--- config.mk ---
export PLATFORM = sky130hd
export DESIGN_NAME = led_seq_ctrl
export DESIGN_NICKNAME = d
export VERILOG_FILES = /design/src/rtl/led_pkg.sv /design/src/rtl/btn_debounce.sv /design/src/rtl/led_seq_ctrl.sv
export SDC_FILE = /design/constraint.sdc
export NUM_CORES = 1
export LEC_CHECK = 0
export BUFFER_PORTS_ARGS = -buffer_cell sky130_fd_sc_hd__buf_2
export CORE_MARGIN = 2
export CORE_UTILIZATION = 55
export DETAILED_ROUTE_END_ITERATION = 10
export HOLD_SLACK_MARGIN = 0.12
export PLACE_DENSITY_LB_ADDON = 0.25
export SLEW_MARGIN = 20
export SYNTH_ARGS = -nofsm -noshare
export SYNTH_HDL_FRONTEND = slang
export SYNTH_SLANG_ARGS = --single-unit
export TNS_END_PERCENT = 50
--- constraint.sdc ---
create_clock -name clk -period 2.8 [get_ports clk]
set_input_delay 0.14 -clock clk [delete_from_list [all_inputs] [get_ports clk]]
set_output_delay 0.14 -clock clk [all_outputs]
set_load 0.02 [all_outputs]
--- src/rtl/led_pkg.sv ---
// Shared types and constants for the LED sequencer: FSM encoding, LED width
// and the default lit pattern.
package led_pkg;

    localparam int LED_W = 12;
    localparam logic [LED_W-1:0] BASE_PATTERN_DEF = 12'b001100110010;

    typedef enum logic [1:0] {
        ROTATE = 2'd0,
        PAUSE  = 2'd1,
        BLINK  = 2'd2,
        FILL   = 2'd3
    } state_t;

    // Mode button walks the states in encoding order and wraps.
    function automatic state_t next_mode(input state_t s);
        logic [1:0] v;
        v = s;
        return state_t'(v + 2'd1);
    endfunction

endpackage

--- src/rtl/btn_debounce.sv ---
// Button conditioner: 2-FF synchronizer, stable-time debouncer and a single
// cycle pulse on each debounced press (active-low input).
module btn_debounce #(
    parameter int DEBOUNCE_CYCLES = 65536
) (
    input  logic clk,
    input  logic rst,
    input  logic btn,
    output logic press
);

    localparam int CW = (DEBOUNCE_CYCLES > 1) ? $clog2(DEBOUNCE_CYCLES) : 1;
    localparam logic [CW-1:0] CNT_MAX = CW'(DEBOUNCE_CYCLES - 1);

    logic          s1;
    logic          s2;
    logic          stable;
    logic [CW-1:0] cnt;

    always_ff @(posedge clk or negedge rst) begin
        if (!rst) begin
            s1 <= 1'b1;
            s2 <= 1'b1;
        end else begin
            s1 <= btn;
            s2 <= s1;
        end
    end

    // cnt counts consecutive samples that disagree with the debounced level;
    // the level flips on the DEBOUNCE_CYCLES-th one.
    always_ff @(posedge clk or negedge rst) begin
        if (!rst) begin
            stable <= 1'b1;
            cnt    <= '0;
        end else if (s2 == stable) begin
            cnt <= '0;
        end else if (cnt == CNT_MAX) begin
            stable <= s2;
            cnt    <= '0;
        end else begin
            cnt <= cnt + 1'b1;
        end
    end

    // High in the cycle whose edge commits a 1->0 level change.
    assign press = (s2 != stable) && (cnt == CNT_MAX) && !s2;

endmodule

--- src/rtl/led_seq_ctrl.sv ---
// 12-LED pattern sequencer: ROTATE / PAUSE / BLINK / FILL modes stepped by a
// speed-scaled tick, controlled by two debounced push buttons.
module led_seq_ctrl
    import led_pkg::*;
#(
    parameter int               TICK_BASE       = 1 << 25,
    parameter int               DEBOUNCE_CYCLES = 1 << 16,
    parameter logic [LED_W-1:0] BASE_PATTERN    = BASE_PATTERN_DEF
) (
    input  logic             clk,
    input  logic             rst,
    input  logic             btn_mode,
    input  logic             btn_speed,
    input  logic             direction,
    output logic [LED_W-1:0] led,
    output logic [1:0]       mode,
    output logic [1:0]       speed
);

    localparam int TW = (TICK_BASE > 1) ? $clog2(TICK_BASE) : 1;

    logic             mode_press;
    logic             speed_press;
    logic [TW-1:0]    tcnt;
    logic [TW-1:0]    tlim;
    logic             tick;
    state_t           state;
    state_t           state_nxt;
    logic [LED_W-1:0] pattern;
    logic [LED_W-1:0] pat_nxt;

    btn_debounce #(.DEBOUNCE_CYCLES(DEBOUNCE_CYCLES)) u_db_mode (
        .clk   (clk),
        .rst   (rst),
        .btn   (btn_mode),
        .press (mode_press)
    );

    btn_debounce #(.DEBOUNCE_CYCLES(DEBOUNCE_CYCLES)) u_db_speed (
        .clk   (clk),
        .rst   (rst),
        .btn   (btn_speed),
        .press (speed_press)
    );

    assign tlim = TW'((TICK_BASE >> speed) - 1);
    assign tick = (tcnt == tlim);

    always_ff @(posedge clk or negedge rst) begin
        if (!rst) begin
            tcnt  <= '0;
            speed <= 2'd0;
        end else begin
            tcnt <= (speed_press || tick) ? '0 : tcnt + 1'b1;
            if (speed_press)
                speed <= speed + 2'd1;
        end
    end

    always_ff @(posedge clk or negedge rst) begin
        if (!rst)
            state <= ROTATE;
        else
            state <= state_nxt;
    end

    always_comb begin
        state_nxt = state;
        if (mode_press)
            state_nxt = next_mode(state);
    end

    // A mode change takes priority: the entry action replaces any tick step.
    always_comb begin
        pat_nxt = pattern;
        if (mode_press) begin
            case (state_nxt)
                ROTATE:  pat_nxt = BASE_PATTERN;
                FILL:    pat_nxt = '0;
                default: pat_nxt = pattern;
            endcase
        end else if (tick) begin
            case (state)
                ROTATE:  pat_nxt = direction ? {pattern[LED_W-2:0], pattern[LED_W-1]}
                                             : {pattern[0], pattern[LED_W-1:1]};
                BLINK:   pat_nxt = ~pattern;
                FILL:    pat_nxt = (&pattern) ? '0 : {pattern[LED_W-2:0], 1'b1};
                default: pat_nxt = pattern;
            endcase
        end
    end

    always_ff @(posedge clk or negedge rst) begin
        if (!rst) begin
            pattern <= BASE_PATTERN;
            led     <= ~BASE_PATTERN;
        end else begin
            pattern <= pat_nxt;
            led     <= ~pat_nxt;
        end
    end

    assign mode = state;

endmodule

==> results.txt, run 1 <==
Pleak: 2.36 nW
relative slew slack: 48.6%
power share of the combinational group: 3.4%
Non-Filler Instances: 598
clock network fraction of total power: 40.8%
cell count after synthesis: 447
CP max FO: 5
Die W: 95.6 µm
Post-Syn Nets: 464
Main synth FF type: dfrtp_1
largest net degree at the start of global routing: 62
Worst Path Required: 3070 ps
post-DR vias/cell: 5.49
initial DRC count: 187
skew final: 11.9 ps
final hold violation count: 0
Switching Fraction: 22.1%
most frequent cells in the layout: dfrtp_1 (72), nor2_1 (63), xor2_1 (29)
DR WL/cell: 14.6 µm
status: completed
commonest non-fill, non-tap cell in the layout: dfrtp_1
f_max: 368 MHz
setup_tns: 0 ps
FF+latch count, synth: 91
Routed Antenna Nets: 0
number of flops mapped to enable cells by yosys: 0
WHS: 288 ps
Area after DPL: 4900 µm²
vias in the first global route: 3244
Placer Congestion: 0.846
HPWL Detailed: 5.86 mm
worst skew pair latency: 360 ps
Worst-Margin Slew: 751 ps
Worst Hold Class: primary input to register
Power Total: 2.39 mW
die height: 95.6 µm
asr flop ratio synth: 100%
synthesized cell area: 4620 µm²
crit start category: register
final worst-path cycle share: 97.0%
Sink Count: 91
Starting Density: 56.5%
Pint: 1.86 mW
total die area: 9150 µm²
DR pass1 iterations: 4
final WL: 8.75 mm
class of the most critical setup path: register to register
Reg power frac: 55.8%
TritonCTS Buffers: 9
# DRC: 0
Seq/Total Area, Yosys: 49.8%
Fill cells: 644
All-Layer GR Usage: 20.8%
via count: 3281
Clock Tree Buf Depth: 2
maximum vdd drop: 0.254 mV
Post-Place Cells: 573
Psw: 0.529 mW
# IOs: 21
GRT met1 Usage: 28.0%
Antenna diodes: 0
H-tree depth: 3
Power Density: 453 nW/µm²
GRT busiest layer: met2
initial antenna violation count: 0
Avg Synthesized Cell Area: 10.3 µm²
first-pass GRT wire length: 14.9 mm
Core Box Area: 8180 µm²
Netlist cell types: 50
fin crit period: 2720 ps
final max-slew violation count: 0
Warnings, synthesis: 0
post-route cell area: 5270 µm²
worst path arrival time: 2990 ps
clk slew on worst S/H paths: 90 ps
count of nets after finishing: 505
GRT Residual Overflow: 0
Max Cap Viol: 0
Port Buffers: 20
M2 GR Usage: 33.0%
root buf cell: clkbuf_8
met3 Track Usage GR: 3.40%
Worst Setup End Kind: register
layout cells sized above 1: 21.1%
P&R area growth vs syn: 14.1%
unrepaired setup endpoints after global routing: false
setup violators final: 0
CTS tree: built
row count: 33
## synth_stat cells, types with 2 or more instances
master | n | area (µm²)
inv_1 | 20 | 75.1
nor4_2 | 2 | 25.0
a222oi_1 | 6 | 60.1
xor2_1 | 29 | 254
xnor2_1 | 27 | 236
or3_1 | 3 | 18.8
o21bai_1 | 5 | 37.5
nand4_1 | 17 | 106
ha_1 | 12 | 150
clkbuf_1 | 10 | 37.5
buf_4 | 2 | 15.0
nor4_1 | 4 | 25.0
mux2_1 | 4 | 45.0
mux2i_1 | 8 | 80.1
nor2b_1 | 7 | 43.8
a21o_1 | 2 | 15.0
and3_1 | 10 | 62.6
dfstp_2 | 18 | 473
mux2_2 | 3 | 33.8
nor2_1 | 64 | 240
mux2_4 | 3 | 45.0
o21ai_0 | 6 | 30.0
nand3_1 | 23 | 115
buf_6 | 2 | 22.5
a211oi_1 | 5 | 37.5
nor3_1 | 6 | 30.0
a2111oi_0 | 5 | 43.8
or2_1 | 2 | 12.5
nand2_1 | 25 | 93.8
and2_1 | 6 | 37.5
nand2b_1 | 4 | 25.0
a21oi_1 | 12 | 60.1
dfrtp_1 | 73 | 1830
and4_1 | 6 | 52.6
## final timing paths
path                                         end              from  slack (ps)  cells past startpoint
worst max-delay path                      led[5]  u_db_mode.stable          80                      9
worst min-delay path                  pattern[0]         direction         290                      4
worst max register to register            led[5]  u_db_mode.stable          80                      9
worst min register to register     u_db_speed.s2     u_db_speed.s1         360                      0
max in group asynchronous              async pin               rst        1720                      3
min in group asynchronous       u_db_mode.cnt[2]               rst         390                      2
## layer usage
| layer | wire, µm | share of wire, % | vias to the layer above |
|---|---|---|---|
| met2 | 4220 | 48 | 52 |
| met4 | 152 | 1.7 | 0 |
| met3 | 245 | 2.8 | 12 |
| li1 | - | - | 1628 |
| met5 | 0 | 0 | - |
| met1 | 4140 | 47 | 1589 |
## timing repair
action	4_1_cts	5_1_grt
hold endpoints to repair	56	0
resized for setup	8	9
hold buffers	3	0
setup buffers	3	3
pin swaps	8	9
setup endpoints to repair	5	10
cloned	0	0
## through the flow
stage	worst slack, ps	utilization (%)
floorplan	53.5	-
global placement	57.8	59.9
detailed placement	-92.6	59.9
CTS	6.14	63.7
global route	5.42	64.5
finish	83.2	64.5
## power groups by stage
stage	sequential, mW	clock [mW]	combinational, mW
6_report	1.33	0.975	0.0805
5_1_grt	1.34	1.05	0.0928
4_1_cts	1.33	1.00	0.0798
3_5_place_dp	1.36	0	0.0733
3_3_place_gp	1.36	0	0.0712
2_1_floorplan	1.36	0	0.0310
## critical path, cell delays in order (launching register included)
cell	delay, ps
dfstp_2	590
nand2b_4	80
or3_4	390
nor3_4	170
buf_6	130
a21oi_2	60
ha_1	300
or4_1	410
o41a_1	230
a211oi_2	270
## final cells by class
cell class	count	area, µm²	share of cell area (%)
clock inverters	6	88.8	1.69
flip-flops and latches	91	2300	43.7
inverters	20	75.1	1.42
well taps	105	131	2.49
clock buffers	10	128	2.42
multi-input cells	321	2230	42.4
repair buffers	45	314	5.96
## kinds of logic (layout without fill, tap and decap cells)
group,after synthesis,in the layout,synth area share [%]
buffers and inverters,35,81,3.68
and+or+nand+nor,190,190,21.3
adders and majority gates,12,12,3.25
muxes,18,18,4.41
xor gates and xnor gates,56,56,10.6
DFF,91,91,49.8
AOI/OAI and AO/OA,45,45,6.91
Power figures use the tool's default switching activity.
==> run 2, diff against run 1 <==
- GPL_TIMING_DRIVEN: not set -> 0
==> run 2 against run 1 <==
  * The flow now finishes with violations (negative setup slack)
  * Fmax decreased by 4.6%
  * Non-clock buffer count is 10 higher
  * Register-to-register slack lost 130 ps
  * Routed wire length grew 4.7%
  * Via count increased by 4.1%
  * Clock power decreased by 8.7%
  * Worst hold slack worse by 24 ps
  * Sequential share of layout area decreased by 0.73 points
  * Design area grew 1.7%
  * Count of clock-buffer cells in the layout rose by 2
  * Die area unchanged
  * Highest routed layer unchanged
==> results.txt, run 2 (synthesis gave the netlist of run 1 again) <==
final worst-path cycle share: 102%
Placer Congestion: 0.848
P&R area growth vs syn: 16.1%
initial antenna violation count: 0
pre-CTS setup slack: -358 ps
slack of the critical path: -47.1 ps
failing checks: negative setup slack
CTS tree: built
initial DRC count: 151
HPWL Detailed: 5.88 mm
DR WL/cell: 15.1 µm
final WL: 9.16 mm
Clock Tree Buf Depth: 2
# IOs: 21
final max-slew violation count: 0
Starting Density: 56.5%
R2R depth: 10
Antenna diodes: 0
setup_tns: -50.6 ps
Non-Filler Instances: 608
Worst Hold Class: primary input to async pin
Routed Antenna Nets: 0
skew final: 10.0 ps
f_max: 351 MHz
layout cells sized above 1: 20.9%
Die W: 95.6 µm
relative slew slack: 45.4%
Core Box Area: 8180 µm²
first-pass GRT wire length: 15.3 mm
most frequent cells in the layout: dfrtp_1 (72), nor2_1 (63), xor2_1 (29)
WHS: 264 ps
final core utilization: 65.6%
row count: 33
H-tree depth: 3
DR pass1 iterations: 5
commonest non-fill, non-tap cell in the layout: dfrtp_1
Power Density: 431 nW/µm²
Worst-Margin Slew: 798 ps
fin crit period: 2850 ps
post-route cell area: 5360 µm²
unrepaired setup endpoints after global routing: true
post-DR vias/cell: 5.62
Power Total: 2.31 mW
crit start category: register
All-Layer GR Usage: 21.5%
GRT Residual Overflow: 0
count of nets after finishing: 515
status: finished, violations left
via count: 3414
# DRC: 0
clk slew on worst S/H paths: 90 ps
Area after DPL: 4890 µm²
Sink Count: 91
Post-Place Cells: 573
Pleak: 2.38 nW
Worst Path Required: 3060 ps
total die area: 9150 µm²
Fill cells: 646
TritonCTS Buffers: 9
Worst Setup End Kind: register
worst path arrival time: 3110 ps
root buf cell: clkbuf_8
Port Buffers: 20
die height: 95.6 µm
maximum vdd drop: 0.299 mV
Max Cap Viol: 0
CP max FO: 5
largest net degree at the start of global routing: 60
class of the most critical setup path: register to register
final hold violation count: 0
setup violators final: 2
vias in the first global route: 3319
worst skew pair latency: 360 ps
-- run 2: cell types whose count changed in the layout (fill, tap and decap cells not counted), sizes merged --
cell    delta
inv        -1
bufinv     -1
clkbuf    +12
-- run 2: worst paths after layout --
kind | startpoint | endpoint | slack (ps)
worst max-delay path | u_db_mode.cnt[0] | led[1] | -50
worst max register to register | u_db_mode.cnt[0] | led[1] | -50
min in group clk | direction | pattern[0] | 290
worst min register to register | u_db_speed.s1 | u_db_speed.s2 | 360
worst min-delay path | rst | u_db_mode.cnt[10] | 260
max in group asynchronous | rst | u_db_mode.s1 | 1860
-- run 2: repair_timing --
item | CTS | global route
setup endpoints to repair | 20 | 18
gates resized for setup | 20 | 3
buffers inserted | 9 | 7
hold buffers | 3 | 0
endpoints found under the hold margin | 34 | 0
pin swaps | 13 | 10
-- run 2: worst max-delay path, cell delays in order (launching register included) --
cell	delay [ps]
dfrtp_1	420
ha_4	170
nand3_4	90
or3_4	420
nor3_4	180
nor2_2	80
a21oi_2	190
ha_4	240
or4_4	410
o41a_1	240
a211oi_2	310
-- run 2: area by class of cell --
class | instances | area (µm²) | area share, %
multi-input cells | 321 | 2280 | 42.5
clock buffers | 12 | 145 | 2.71
repair buffers | 40 | 284 | 5.30
well taps | 105 | 131 | 2.45
flip-flops and latches | 91 | 2300 | 42.9
inverters | 20 | 75.1 | 1.40
plain buffers | 15 | 95.1 | 1.77
clock inverters | 4 | 50.0 | 0.933
-- run 2: per-layer routing --
layer	GRT usage [%]	wire, µm	vias up
li1	-	-	1649
met1	28.8	4010	1648
met2	34.9	4520	101
met3	3.24	391	16
met4	9.29	237	0
met5	0	0	-
-- run 2: power by group --
part / total, mW / internal (mW) / switching [mW]
clock: 0.890 / 0.436 / 0.454
sequential: 1.34 / 1.33 / 0.00927
combinational: 0.0829 / 0.0308 / 0.0521
total: 2.31 / 1.79 / 0.515
